**config.mk**
```make
export PLATFORM = sky130hd
export DESIGN_NAME = dmem_lsu
export DESIGN_NICKNAME = d
export VERILOG_FILES = /design/src/rtl/mips_mem_pkg.sv /design/src/rtl/dmem_lsu_align.sv /design/src/rtl/dmem_lsu.sv
export SDC_FILE = /design/constraint.sdc
export NUM_CORES = 1
export LEC_CHECK = 0
export ABC_CLOCK_PERIOD_IN_PS = 10400
export BUFFER_PORTS_ARGS = -buffer_cell sky130_fd_sc_hd__clkbuf_2
export CAP_MARGIN = 5
export CORE_ASPECT_RATIO = 1.75
export CORE_MARGIN = 2
export CORE_UTILIZATION = 59
export CTS_BUF_LIST = sky130_fd_sc_hd__clkbuf_4 sky130_fd_sc_hd__clkbuf_8 sky130_fd_sc_hd__clkbuf_16
export DETAILED_ROUTE_END_ITERATION = 8
export PLACE_DENSITY_LB_ADDON = 0.15
export SETUP_SLACK_MARGIN = 0.5
export SLEW_MARGIN = 20
export SYNTH_ARGS = -nofsm -noshare
export SYNTH_HDL_FRONTEND = slang
export SYNTH_HIERARCHICAL = 1
export SYNTH_SLANG_ARGS = --single-unit
```
**constraint.sdc**
```tcl
create_clock -name clk -period 10.4 [get_ports clk]
set_clock_uncertainty 0.15 [all_clocks]
set_input_delay 2.08 -clock clk [delete_from_list [all_inputs] [get_ports clk]]
set_output_delay 2.08 -clock clk [all_outputs]
set_load 0.005 [all_outputs]
```
**src/rtl/mips_mem_pkg.sv**
```systemverilog
`default_nettype none
// ============================================================================
// Module : mips_mem_pkg
// Brief  : dmem access-size encodings, LSU state type, lane extract/merge.
// Rev    : 1.0
// ============================================================================
package mips_mem_pkg;

    localparam logic [1:0] SZ_B = 2'b00;
    localparam logic [1:0] SZ_H = 2'b01;
    localparam logic [1:0] SZ_W = 2'b10;

    typedef enum logic [1:0] {
        ST_IDLE  = 2'd0,
        ST_READ  = 2'd1,
        ST_WRITE = 2'd2,
        ST_RESP  = 2'd3
    } lsu_state_t;

    // Pull the addressed little-endian lane out of a word and extend it.
    function automatic logic [31:0] lsu_extract(
        input logic [31:0] word,
        input logic [1:0]  off,
        input logic [1:0]  size,
        input logic        uns
    );
        logic [7:0]  lane_b;
        logic [15:0] lane_h;
        logic [31:0] res;
        case (off)
            2'd0:    lane_b = word[7:0];
            2'd1:    lane_b = word[15:8];
            2'd2:    lane_b = word[23:16];
            default: lane_b = word[31:24];
        endcase
        lane_h = off[1] ? word[31:16] : word[15:0];
        case (size)
            SZ_B:    res = {{24{lane_b[7] & ~uns}}, lane_b};
            SZ_H:    res = {{16{lane_h[15] & ~uns}}, lane_h};
            default: res = word;
        endcase
        return res;
    endfunction

    // Replace only the addressed lane of word with the low bits of wdata.
    function automatic logic [31:0] lsu_merge(
        input logic [31:0] word,
        input logic [31:0] wdata,
        input logic [1:0]  off,
        input logic [1:0]  size
    );
        logic [31:0] res;
        res = word;
        case (size)
            SZ_B: begin
                case (off)
                    2'd0:    res[7:0]   = wdata[7:0];
                    2'd1:    res[15:8]  = wdata[7:0];
                    2'd2:    res[23:16] = wdata[7:0];
                    default: res[31:24] = wdata[7:0];
                endcase
            end
            SZ_H: begin
                if (off[1]) res[31:16] = wdata[15:0];
                else        res[15:0]  = wdata[15:0];
            end
            default: res = wdata;
        endcase
        return res;
    endfunction

endpackage
`default_nettype wire

```
**src/rtl/dmem_lsu_align.sv**
```systemverilog
`default_nettype none
// ============================================================================
// Module : lsu_align
// Brief  : combinational load extract/extend and store lane-merge datapath.
// Rev    : 1.0
// ============================================================================
module lsu_align
    import mips_mem_pkg::*;
(
    input  logic [31:0] rd_word,
    input  logic [31:0] wdata,
    input  logic [1:0]  off,
    input  logic [1:0]  size,
    input  logic        uns,
    output logic [31:0] load_data,
    output logic [31:0] merge_data
);

    always_comb begin
        load_data  = lsu_extract(rd_word, off, size, uns);
        merge_data = lsu_merge(rd_word, wdata, off, size);
    end

endmodule
`default_nettype wire

```
**src/rtl/dmem_lsu.sv**
```systemverilog
`default_nettype none
// ============================================================================
// Module : dmem_lsu
// Brief  : byte/half/word load-store initiator for a word-only dmem,
//          with read-modify-write for sub-word stores.
// Rev    : 1.0
// ============================================================================
module dmem_lsu
    import mips_mem_pkg::*;
#(
    parameter int MEM_WORDS = 64
) (
    input  logic        clk,
    input  logic        rst,
    input  logic        req_valid,
    output logic        req_ready,
    input  logic        req_we,
    input  logic [1:0]  req_size,
    input  logic        req_unsigned,
    input  logic [31:0] req_addr,
    input  logic [31:0] req_wdata,
    output logic        resp_valid,
    output logic [31:0] resp_rdata,
    output logic        resp_err,
    output logic        mem_we,
    output logic [31:0] mem_a,
    output logic [31:0] mem_wd,
    input  logic [31:0] mem_rd
);

    localparam logic [31:0] MEM_WORDS_U = 32'(MEM_WORDS);

    lsu_state_t  r_state;
    lsu_state_t  w_state_nxt;

    logic        r_we;
    logic [1:0]  r_size;
    logic        r_uns;
    logic [31:0] r_addr;
    logic [31:0] r_wdata;
    logic        r_err;
    logic [31:0] r_rdata;
    logic [31:0] r_mem_wd;

    logic        w_accept;
    logic        w_req_err;
    logic        w_word_store;
    logic [31:0] w_word_idx;
    logic [31:0] w_load_data;
    logic [31:0] w_merge_data;

    assign w_accept     = req_valid & (r_state == ST_IDLE);
    assign w_word_idx   = {2'b00, req_addr[31:2]};
    assign w_word_store = req_we & (req_size == SZ_W);

    // Any of these short-circuits straight to RESP with no dmem traffic.
    assign w_req_err = (req_size == 2'b11)
                     | ((req_size == SZ_H) & req_addr[0])
                     | ((req_size == SZ_W) & (req_addr[1:0] != 2'b00))
                     | (w_word_idx >= MEM_WORDS_U);

    always_ff @(posedge clk or posedge rst) begin
        if (rst) r_state <= ST_IDLE;
        else     r_state <= w_state_nxt;
    end

    always_comb begin
        w_state_nxt = r_state;
        case (r_state)
            ST_IDLE: begin
                if (w_accept) begin
                    if (w_req_err)         w_state_nxt = ST_RESP;
                    else if (w_word_store) w_state_nxt = ST_WRITE;
                    else                   w_state_nxt = ST_READ;
                end
            end
            ST_READ:  w_state_nxt = r_we ? ST_WRITE : ST_RESP;
            ST_WRITE: w_state_nxt = ST_RESP;
            ST_RESP:  w_state_nxt = ST_IDLE;
            default:  w_state_nxt = ST_IDLE;
        endcase
    end

    always_ff @(posedge clk or posedge rst) begin
        if (rst) begin
            r_we     <= 1'b0;
            r_size   <= SZ_B;
            r_uns    <= 1'b0;
            r_addr   <= '0;
            r_wdata  <= '0;
            r_err    <= 1'b0;
            r_rdata  <= '0;
            r_mem_wd <= '0;
        end else begin
            case (r_state)
                ST_IDLE: begin
                    if (w_accept) begin
                        r_we    <= req_we;
                        r_size  <= req_size;
                        r_uns   <= req_unsigned;
                        r_addr  <= req_addr;
                        r_wdata <= req_wdata;
                        r_err   <= w_req_err;
                        r_rdata <= '0;
                        if (w_word_store && !w_req_err) r_mem_wd <= req_wdata;
                    end
                end
                // dmem read is combinational on mem_a, so the word is valid here.
                ST_READ: begin
                    if (r_we) r_mem_wd <= w_merge_data;
                    else      r_rdata  <= w_load_data;
                end
                default: ;
            endcase
        end
    end

    lsu_align u_align (
        .rd_word    (mem_rd),
        .wdata      (r_wdata),
        .off        (r_addr[1:0]),
        .size       (r_size),
        .uns        (r_uns),
        .load_data  (w_load_data),
        .merge_data (w_merge_data)
    );

    assign req_ready  = (r_state == ST_IDLE);
    assign resp_valid = (r_state == ST_RESP);
    assign resp_rdata = r_rdata;
    assign resp_err   = r_err;
    assign mem_we     = (r_state == ST_WRITE);
    assign mem_a      = {r_addr[31:2], 2'b00};
    assign mem_wd     = r_mem_wd;

endmodule
`default_nettype wire
```
== Word-level counts from Yosys, hierarchy flattened ==
Cells that the tools add are included.

* Reductions and logical operators: 11
* Equal/unequal tests: 13
* Magnitude comparators: 1
* Bitwise gates (word level): 10
* Muxes and demuxes: 22

{| class="wikitable"
|+ Operator list
! cell !! count
|-
| one-hot mux 32 bit (2 select lines) || 4
|-
| 2-to-1 mux 32 bit || 5
|-
| 2-to-1 mux 16 bit || 3
|-
| 2-to-1 mux 8 bit || 4
|-
| >= comparator 30 x 7 -> 1 bit, second input constant || 1
|-
| one-hot mux 8 bit (3 select lines) || 1
|-
| equality test 2 bit, second input constant || 5
|-
| equality test 2 x 1 -> 1 bit, second input constant || 4
|-
| one-hot mux 2 bit (4 select lines) || 1
|-
| bitwise AND 1 bit || 6
|-
| zero test 2 bit || 3
|-
| 2-to-1 mux 2 bit || 3
|-
| inequality test 2 x 1 -> 1 bit, second input constant || 2
|-
| inequality test 2 bit, second input constant || 2
|-
| AND reduction 4 bit || 1
|-
| nonzero test 2 bit || 2
|-
| bitwise OR 1 bit || 3
|-
| AND reduction 3 bit || 1
|-
| OR reduction 3 bit || 1
|-
| AND reduction 2 bit || 1
|-
| logical AND 1 bit || 1
|-
| zero test 1 bit || 1
|-
| 2-to-1 mux 1 bit || 1
|-
| inverter 1 bit || 1
|}

* Output and inout bits: 100
* Input port bits: 103
* Logic and storage cells: 66
* Register bits after elaboration: 135

== Longest topological paths before layout ==
Gate-level depths: netlist of the first run.

* Depth in word-level cells: 10
* Gate-level depth with buffers: 9
* Depth with buffers taken out: 6

== Modules after synthesis ==
Netlist of the first run, hierarchy kept.

{| class="wikitable"
|+ Modules (own cells, without submodules)
! module !! seq. area each (µm²) !! instances !! cells each !! area an instance (µm²)
|-
| dmem_lsu || 3378.2 || 1 || 479 || 6319.8
|-
| lsu_align || 0.0 || 1 || 251 || 1928.1
|}

== Least setup slack after synthesis of the first run ==
No wires, ideal clock.

* Path type: input-to-reg
* Start: in req_addr[11]
* End: reg r_mem_wd[10], in the netlist mem_wd[10]
* Library setup time: 126 ps
* Stages: 6
* Path buffers: 2
* Required time: 10124 ps
* Path slack: 6722 ps
* Data arrival time: 3401 ps
* Path through: nor4_2 nand4_2 or2_1 buf_6 buf_6 a311o_1

* Cells in the longest elaborated chain, start to end: 6

{| class="wikitable"
|+ Ends and longest elaborated chain
! what !! line !! text
|-
| start, declared || dmem_lsu.sv:20 || <nowiki>input logic [31:0] req_addr,</nowiki>
|-
| >= comparator 30 x 7 -> 1 bit || dmem_lsu.sv:60 || <nowiki>| (w_word_idx >= MEM_WORDS_U);</nowiki>
|-
| bitwise OR 1 bit || dmem_lsu.sv:60 ||
|-
| zero test 1 bit || dmem_lsu.sv:105 || <nowiki>if (w_word_store && !w_req_err) r_mem_wd <= req_wdata;</nowiki>
|-
| logical AND 1 bit || dmem_lsu.sv:105 ||
|-
| inequality test 2 x 1 -> 1 bit (no source line) || - ||
|-
| AND reduction 4 bit (no source line) || - ||
|-
| end signal, assigned || dmem_lsu.sv:105 ||
|-
| end signal, assigned || dmem_lsu.sv:110 || <nowiki>if (r_we) r_mem_wd <= w_merge_data;</nowiki>
|-
| end, declared || dmem_lsu.sv:43 || <nowiki>logic [31:0] r_mem_wd;</nowiki>
|}

Every way passes these cells.
A chain may end at the register's enable or synchronous reset.

== Worst setup path after layout of the first run ==
* Start: in req_addr[27]
* End: reg r_mem_wd[12], in the netlist mem_wd[12]

Same word-level chain as after synthesis.

==> summary.log, run 1 <==
INFO  global_route   first_pass_grt_wire_length=39.22mm
INFO  placed_design  placement.setup.worst_slack=5425ps
INFO  global_route   grt.overflow.total=0
INFO  sta            final.setup.worst_slack=5782ps
INFO  critical_path  crit_arrival=4760ps
INFO  detailed_routing first_iter_violations=524
INFO  global_route   grt_pass1_vias=7083
INFO  sta            max_clock_freq=0.2165GHz
INFO  cts            cts_resized=0
INFO  flow_run       max-cap-violations=0
INFO  synthesis      synth_edf_count=0
INFO  detailed_routing via_count=7011
INFO  floorplanning  die_h=160.4µm
INFO  sta            timing_hold_violations_final=0
INFO  detailed_routing postRouteAntennaNets=0
INFO  sta            max_slew_margin=24.75%
INFO  cts            tritoncts_clock_tree=done
INFO  detailed_routing route.met2.wl=12.97mm
INFO  cts            post-cts-setup-buffer-count=0
INFO  power          power.density_cell_area=344.1mW/mm²
INFO  floorplanning  design.die.area=0.01498mm²
INFO  cts            clkTransAtPathRegs=60ps
INFO  synthesis      avg_inst_size_synth=11.30µm²
INFO  finish         postLayoutCellArea=0.009550mm²
INFO  critical_path  critical-path-top-delay-family=simple AND/OR/NAND/NOR gates
INFO  placed_design  port_buffer_count=200
INFO  synthesis      synth_seq_area_share=40.96%
INFO  critical_path  critPathRequiredTime=10550ps
INFO  finish         nNetsFinal=962
INFO  power          leakagePower=4.276nW
INFO  floorplanning  core=0.01376mm²
INFO  synthesis      yosysWarningCount=6
INFO  cts            cts_made_buffers=17
INFO  detailed_routing drcViolationCount=0
INFO  placed_design  gp_routability_congestion=0.9140
INFO  floorplanning  design.portCount=203
INFO  detailed_routing detailedRoute.firstPassIterationCount=6
INFO  critical_path  end_kind=flip-flop
INFO  finish         postLayoutCoreUtil=69.38%
INFO  sta            final-setup-viol-count=0
INFO  synthesis      synth_largest_type_area_fraction=40.96%
INFO  worst_hold_path hp-class=reg2reg
INFO  critical_path  worstSetupStartpointType=input port
INFO  finish         cell_count_final_fillers_out=1045
INFO  synthesis      yosys.cell_types.count=50
INFO  detailed_routing vias_per_cell=6.709
INFO  synthesis      synth-seq-cells=135
INFO  synthesis      synth_area_leader_cell=sky130_fd_sc_hd__dfrtp_1
INFO  cts            ctsRootBufferMaster=sky130_fd_sc_hd__clkbuf_16
INFO  cts            hold_buffers=0
INFO  critical_path  path_class=in2reg
INFO  finish         final_layout_size_suffix_gt1_share=40.55%
INFO  global_route   grtUsageTotal=33.76%
INFO  sta            totalNegativeSetupSlack=0ps
INFO  power          vdd_drop_max=0.2063mV
INFO  critical_path  critical_path.cell_chain=clkbuf_2 > nor4_2 > nand4_2 > or2_1 > buf_4 > a311o_1
INFO  cts            clk_latency=420ps
INFO  sta            period_share=44.40%
INFO  cts            cts_num_sinks=135
INFO  finish         area_growth_syn_to_layout=15.79%
INFO  synthesis      proportion_of_register_bits_with_asynchronous_set_or_reset_after_synthesis=100.0%
INFO  sta            rsz0062_at_grt=false
INFO  floorplanning  die_width=93.38µm
INFO  detailed_routing mean_routed_wirelength_per_cell=24.13µm
INFO  global_route   antenna_violations_before_repair=0
INFO  synthesis      synth_area_leaders=sky130_fd_sc_hd__dfrtp_1 41%, sky130_fd_sc_hd__mux2_2 11%, sky130_fd_sc_hd__mux2i_1 8.0%
INFO  sta            maxSlewViolCount=0
INFO  global_route   grt_max_degree=84
INFO  cts            htree_levels=4
INFO  synthesis      synthMostInstantiatedCell=sky130_fd_sc_hd__dfrtp_1
INFO  floorplanning  placement_rows=57
INFO  sta            final.min_clock_period=4618ps
INFO  placed_design  placed_area=0.008950mm²
INFO  placed_design  dpl.hpwl=17.65mm
INFO  detailed_routing dr.max_layer_used=met4
INFO  synthesis      ys_dominant_reg_cell=sky130_fd_sc_hd__dfrtp_1
INFO  detailed_routing m1WireLength=9.161mm
INFO  detailed_routing totalWireLength=25.22mm
INFO  synthesis      syn_area=0.008248mm²
INFO  critical_path  worst_path_max_delay_cell=sky130_fd_sc_hd__nand4_2
INFO  finish         antennaDiodeCount=0
INFO  placed_design  placed_cells_incl_taps=1013
INFO  synthesis      top_cells_by_instance_count_after_synthesis=135 x sky130_fd_sc_hd__dfrtp_1, 77 x sky130_fd_sc_hd__mux2_2, 66 x sky130_fd_sc_hd__mux2i_1
INFO  critical_path  delay_of_the_slowest_cell_on_the_worst_path=870ps
INFO  critical_path  crit_path_max_fanout=35
INFO  cts            clock_path_buffers=2
INFO  floorplanning  initial_core_util=59.92%
INFO  detailed_routing met3_wirelength=1.692mm
INFO  sta            worstMarginPinSlew=1126ps
INFO  critical_path  cp.buffers_inverters=2
INFO  run_status     status=completed
INFO  synthesis      netlist_instances=730
## stage by stage
stage / power (mW) / hold slack, ps
floorplan: 2.238 / 329.8
global placement: 2.586 / 338.4
detailed placement: 2.650 / 343.5
CTS: 3.273 / 356.3
global route: 3.463 / 366.9
finish: 3.286 / 351.6
## state kept, by name, indices dropped and copies added, names as in the netlist
signal	flops
mem_wd	32
resp_err	1
r_size	2
r_wdata	32
r_uns	1
r_state	2
r_we	1
resp_rdata	32
r_addr	32
## cell usage in the layout, fill, tap and decap left out, drive strengths merged, types with 7 or more instances in the layout
master	synthesis	layout
clkbuf	40	218
dfrtp	135	135
mux2	78	78
mux2i	66	66
nor4	39	39
nor2b	35	35
a22o	33	33
a32o	32	32
a311o	32	32
nand2	28	28
o22ai	25	25
o221ai	17	17
inv	9	16
o21ai	11	11
buf	65	10
o211ai	9	9
nor2	8	8
and3b	8	8
a221o	8	8
mux4	7	7
a211oi	7	7
and2	7	7
## cells by family (layout without fill, tap and decap cells)
| logic type | count (synthesis) | after routing | share of synthesized area [%] |
|---|---|---|---|
| buffers and inverters | 114 | 251 | 7.888 |
| muxes | 151 | 151 | 20.62 |
| other | 1 | 2 | 0.04547 |
| AOI/OAI and AO/OA | 185 | 185 | 19.55 |
| DFF | 135 | 135 | 40.96 |
| adders and majority gates | 4 | 4 | 0.6068 |
| and+or+nand+nor | 140 | 140 | 10.33 |
## area by class of cell
class / instances / area [µm²]
clock buffer: 18 / 432.9
clock inverter: 14 / 162.7
fill: 1078 / 4214
inverter: 9 / 36.28
multi-input combinational: 482 / 4238
sequential: 135 / 3379
tap: 177 / 221.5
timing repair buffer: 210 / 1080
## per-layer routing
metal / GRT usage [%] / up-vias
met5: 0 / -
met3: 6.051 / 80
met1: 40.82 / 3490
met4: 17.25 / 0
met2: 56.93 / 374
li1: - / 3067
## worst paths after layout
path,startpoint,cells past startpoint,slack [ps],end
max,req_addr[27],6,5780,mem_wd[12]
min,resp_rdata[12],1,350,resp_rdata[12]
max reg2reg,r_state[1],7,7060,mem_wd[6]
min reg2reg,resp_rdata[12],1,350,resp_rdata[12]
max in group asynchronous,rst,3,7210,r_addr[1]
min in group asynchronous,rst,2,1600,r_addr[3]
## where the power goes
group | internal, mW | switching, mW
clock | 0.362 | 0.252
combinational | 0.800 | 0.853
sequential | 0.778 | 0.240
total | 1.94 | 1.35
(Power assumes the default switching activity.)
==> run 2, diff against run 1 <==
--- a/config.mk
+++ b/config.mk
@@ -5,12 +5,12 @@
 export SDC_FILE = /design/constraint.sdc
 export NUM_CORES = 1
 export LEC_CHECK = 0
-export ABC_CLOCK_PERIOD_IN_PS = 10400
+export ABC_CLOCK_PERIOD_IN_PS = 4800
 export BUFFER_PORTS_ARGS = -buffer_cell sky130_fd_sc_hd__clkbuf_2
 export CAP_MARGIN = 5
 export CORE_ASPECT_RATIO = 1.75
 export CORE_MARGIN = 2
-export CORE_UTILIZATION = 59
+export CORE_UTILIZATION = 54
 export CTS_BUF_LIST = sky130_fd_sc_hd__clkbuf_4 sky130_fd_sc_hd__clkbuf_8 sky130_fd_sc_hd__clkbuf_16
 export DETAILED_ROUTE_END_ITERATION = 8
 export PLACE_DENSITY_LB_ADDON = 0.15
==> constraint.sdc (replaced) <==
create_clock -name clk -period 4.8 [get_ports clk]
set_clock_uncertainty 0.15 [all_clocks]
set_input_delay 0.96 -clock clk [delete_from_list [all_inputs] [get_ports clk]]
set_output_delay 0.96 -clock clk [all_outputs]
set_load 0.005 [all_outputs]
==> run 2 against run 1 <==
Compared with the run above: sequential cell count did not move; sequential share of layout area fell by 0.11 points; first-iteration DRC count fell by 10%; sequential power rose by 120%; die area rose by 8.9%; worst hold slack got worse by 1.3 ps; clock-buffer cell count did not move; via count fell by 1.3%; cell count rose by 0.77%; wire length fell by 2.4%; core utilization fell by 5.1 points; critical endpoint is now mem_wd[23]; highest routed layer unchanged.
==> summary.log, run 2 (synthesis results as in run 1) <==
INFO  global_route   grt_pass1_vias=6888
INFO  detailed_routing detailedRoute.firstPassIterationCount=5
INFO  global_route   grtUsageTotal=29.56%
INFO  floorplanning  design.die.area=0.01632mm²
INFO  critical_path  end_kind=flip-flop
INFO  worst_hold_path hp-class=reg2reg
INFO  finish         area_growth_syn_to_layout=16.14%
INFO  cts            ctsRootBufferMaster=sky130_fd_sc_hd__clkbuf_16
INFO  sta            max_slew_margin=27.15%
INFO  cts            cts_made_buffers=17
INFO  floorplanning  die_width=97.43µm
INFO  sta            worstMarginPinSlew=1093ps
INFO  sta            final.setup.worst_slack=1787ps
INFO  detailed_routing drcViolationCount=0
INFO  placed_design  placed_area=0.008977mm²
INFO  finish         antennaDiodeCount=0
INFO  sta            rsz0062_at_grt=false
INFO  global_route   grt_max_degree=85
INFO  sta            final.hold.worst_slack=350.3ps
INFO  flow_run       max-cap-violations=0
INFO  critical_path  critical_path.cell_chain=nor2b_1 > mux2i_1 > o221ai_1 > a32o_1 > a311o_1
INFO  floorplanning  initial_core_util=55.31%
INFO  placed_design  dpl.hpwl=17.56mm
INFO  cts            cts_num_sinks=135
INFO  finish         final_layout_size_suffix_gt1_share=40.57%
INFO  sta            period_share=62.77%
INFO  sta            timing_hold_violations_final=0
INFO  cts            clkTransAtPathRegs=60ps
INFO  placed_design  port_buffer_count=200
INFO  critical_path  path_class=reg2reg
INFO  finish         layout.cells.most_common_list=200 x sky130_fd_sc_hd__clkbuf_2, 134 x sky130_fd_sc_hd__dfrtp_1, 77 x sky130_fd_sc_hd__mux2_2
INFO  cts            tritoncts_clock_tree=done
INFO  placed_design  gp_routability_congestion=0.8964
INFO  run_status     status=completed
INFO  finish         fillerInstances=1236
INFO  cts            post-cts-setup-buffer-count=0
INFO  finish         final_common_cell=sky130_fd_sc_hd__clkbuf_2
INFO  cts            clk_latency=420ps
INFO  critical_path  worstSetupStartpointType=flip-flop
INFO  placed_design  placement.setup.worst_slack=1595ps
INFO  critical_path  worst_path_max_delay_cell=sky130_fd_sc_hd__nor2b_1
INFO  detailed_routing first_iter_violations=469
INFO  power          power.density_cell_area=734.1mW/mm²
INFO  floorplanning  design.portCount=203
INFO  sta            maxSlewViolCount=0
INFO  critical_path  crit_path_max_fanout=16
INFO  detailed_routing via_count=6922
INFO  cts            hold_buffers=0
INFO  detailed_routing postRouteAntennaNets=0
INFO  critical_path  delay_of_the_slowest_cell_on_the_worst_path=940ps
INFO  cts            cts_resized=0
INFO  global_route   first_pass_grt_wire_length=38.09mm
INFO  sta            final-setup-viol-count=0
INFO  floorplanning  die_h=167.5µm
INFO  cts            htree_levels=4
INFO  floorplanning  core=0.01491mm²
INFO  sta            max_clock_freq=0.3319GHz
INFO  sta            totalNegativeSetupSlack=0ps
INFO  detailed_routing totalWireLength=24.61mm
INFO  power          leakagePower=4.287nW
INFO  critical_path  critPathRequiredTime=4950ps
INFO  power          vdd_drop_max=0.3573mV
INFO  sta            final.min_clock_period=3013ps
INFO  finish         nNetsFinal=964
INFO  cts            clock_path_buffers=2
INFO  finish         postLayoutCellArea=0.009579mm²
INFO  global_route   antenna_violations_before_repair=0
INFO  floorplanning  placement_rows=59
INFO  detailed_routing vias_per_cell=6.574
INFO  critical_path  crit_arrival=3170ps
INFO  detailed_routing mean_routed_wirelength_per_cell=23.37µm
INFO  global_route   grt.overflow.total=0
-- run 2: worst max-delay path, delay by kind of cell, from the launching register on --
kind / cells / cell delay (ps)
AOI/OAI and AO/OA: 3 / 890
muxes: 1 / 290
DFF: 1 / 630
and+or+nand+nor: 1 / 940
-- run 2: final cells by class --
type	instances	area (µm²)	area share, %
inverter	9	37.54	0.3918
timing repair buffer	212	1116	11.65
tap	183	229.0	2.390
clock buffer	18	439.2	4.585
sequential	135	3379	35.28
clock inverter	14	141.4	1.476
multi-input combinational	482	4237	44.23
-- run 2: routing by layer --
layer	wire [µm]	track usage (%)	vias to the layer above
met5	0	0	-
met4	1083	14.37	0
met3	1859	6.553	57
met2	12700	51.57	354
met1	8967	34.06	3425
li1	-	-	3086
-- run 2: final timing paths --
check,start,end,slack [ps],depth (start not counted)
min in group asynchronous,rst,r_addr[3],380,2
max in group asynchronous,rst,r_addr[1],3330,3
setup / recovery,r_addr[0],mem_wd[23],1790,5
setup reg to reg,r_addr[0],mem_wd[23],1790,5
hold reg to reg,resp_rdata[16],resp_rdata[16],350,1
hold / removal,resp_rdata[16],resp_rdata[16],350,1
-- run 2: metrics by stage --
step                power, mW  instances  util [%]
floorplan               4.848        731         -
global placement        5.607       1020     60.19
detailed placement      5.732       1020     60.20
CTS                     7.026       1052     64.10
global route            7.420       1053     64.24
finish                  7.032       1053     64.24
-- run 2: power breakdown --
| part | switching (mW) | internal [mW] | total, mW |
|---|---|---|---|
| clock | 0.544 | 0.741 | 1.28 |
| sequential | 0.520 | 1.69 | 2.21 |
| combinational | 1.81 | 1.74 | 3.54 |
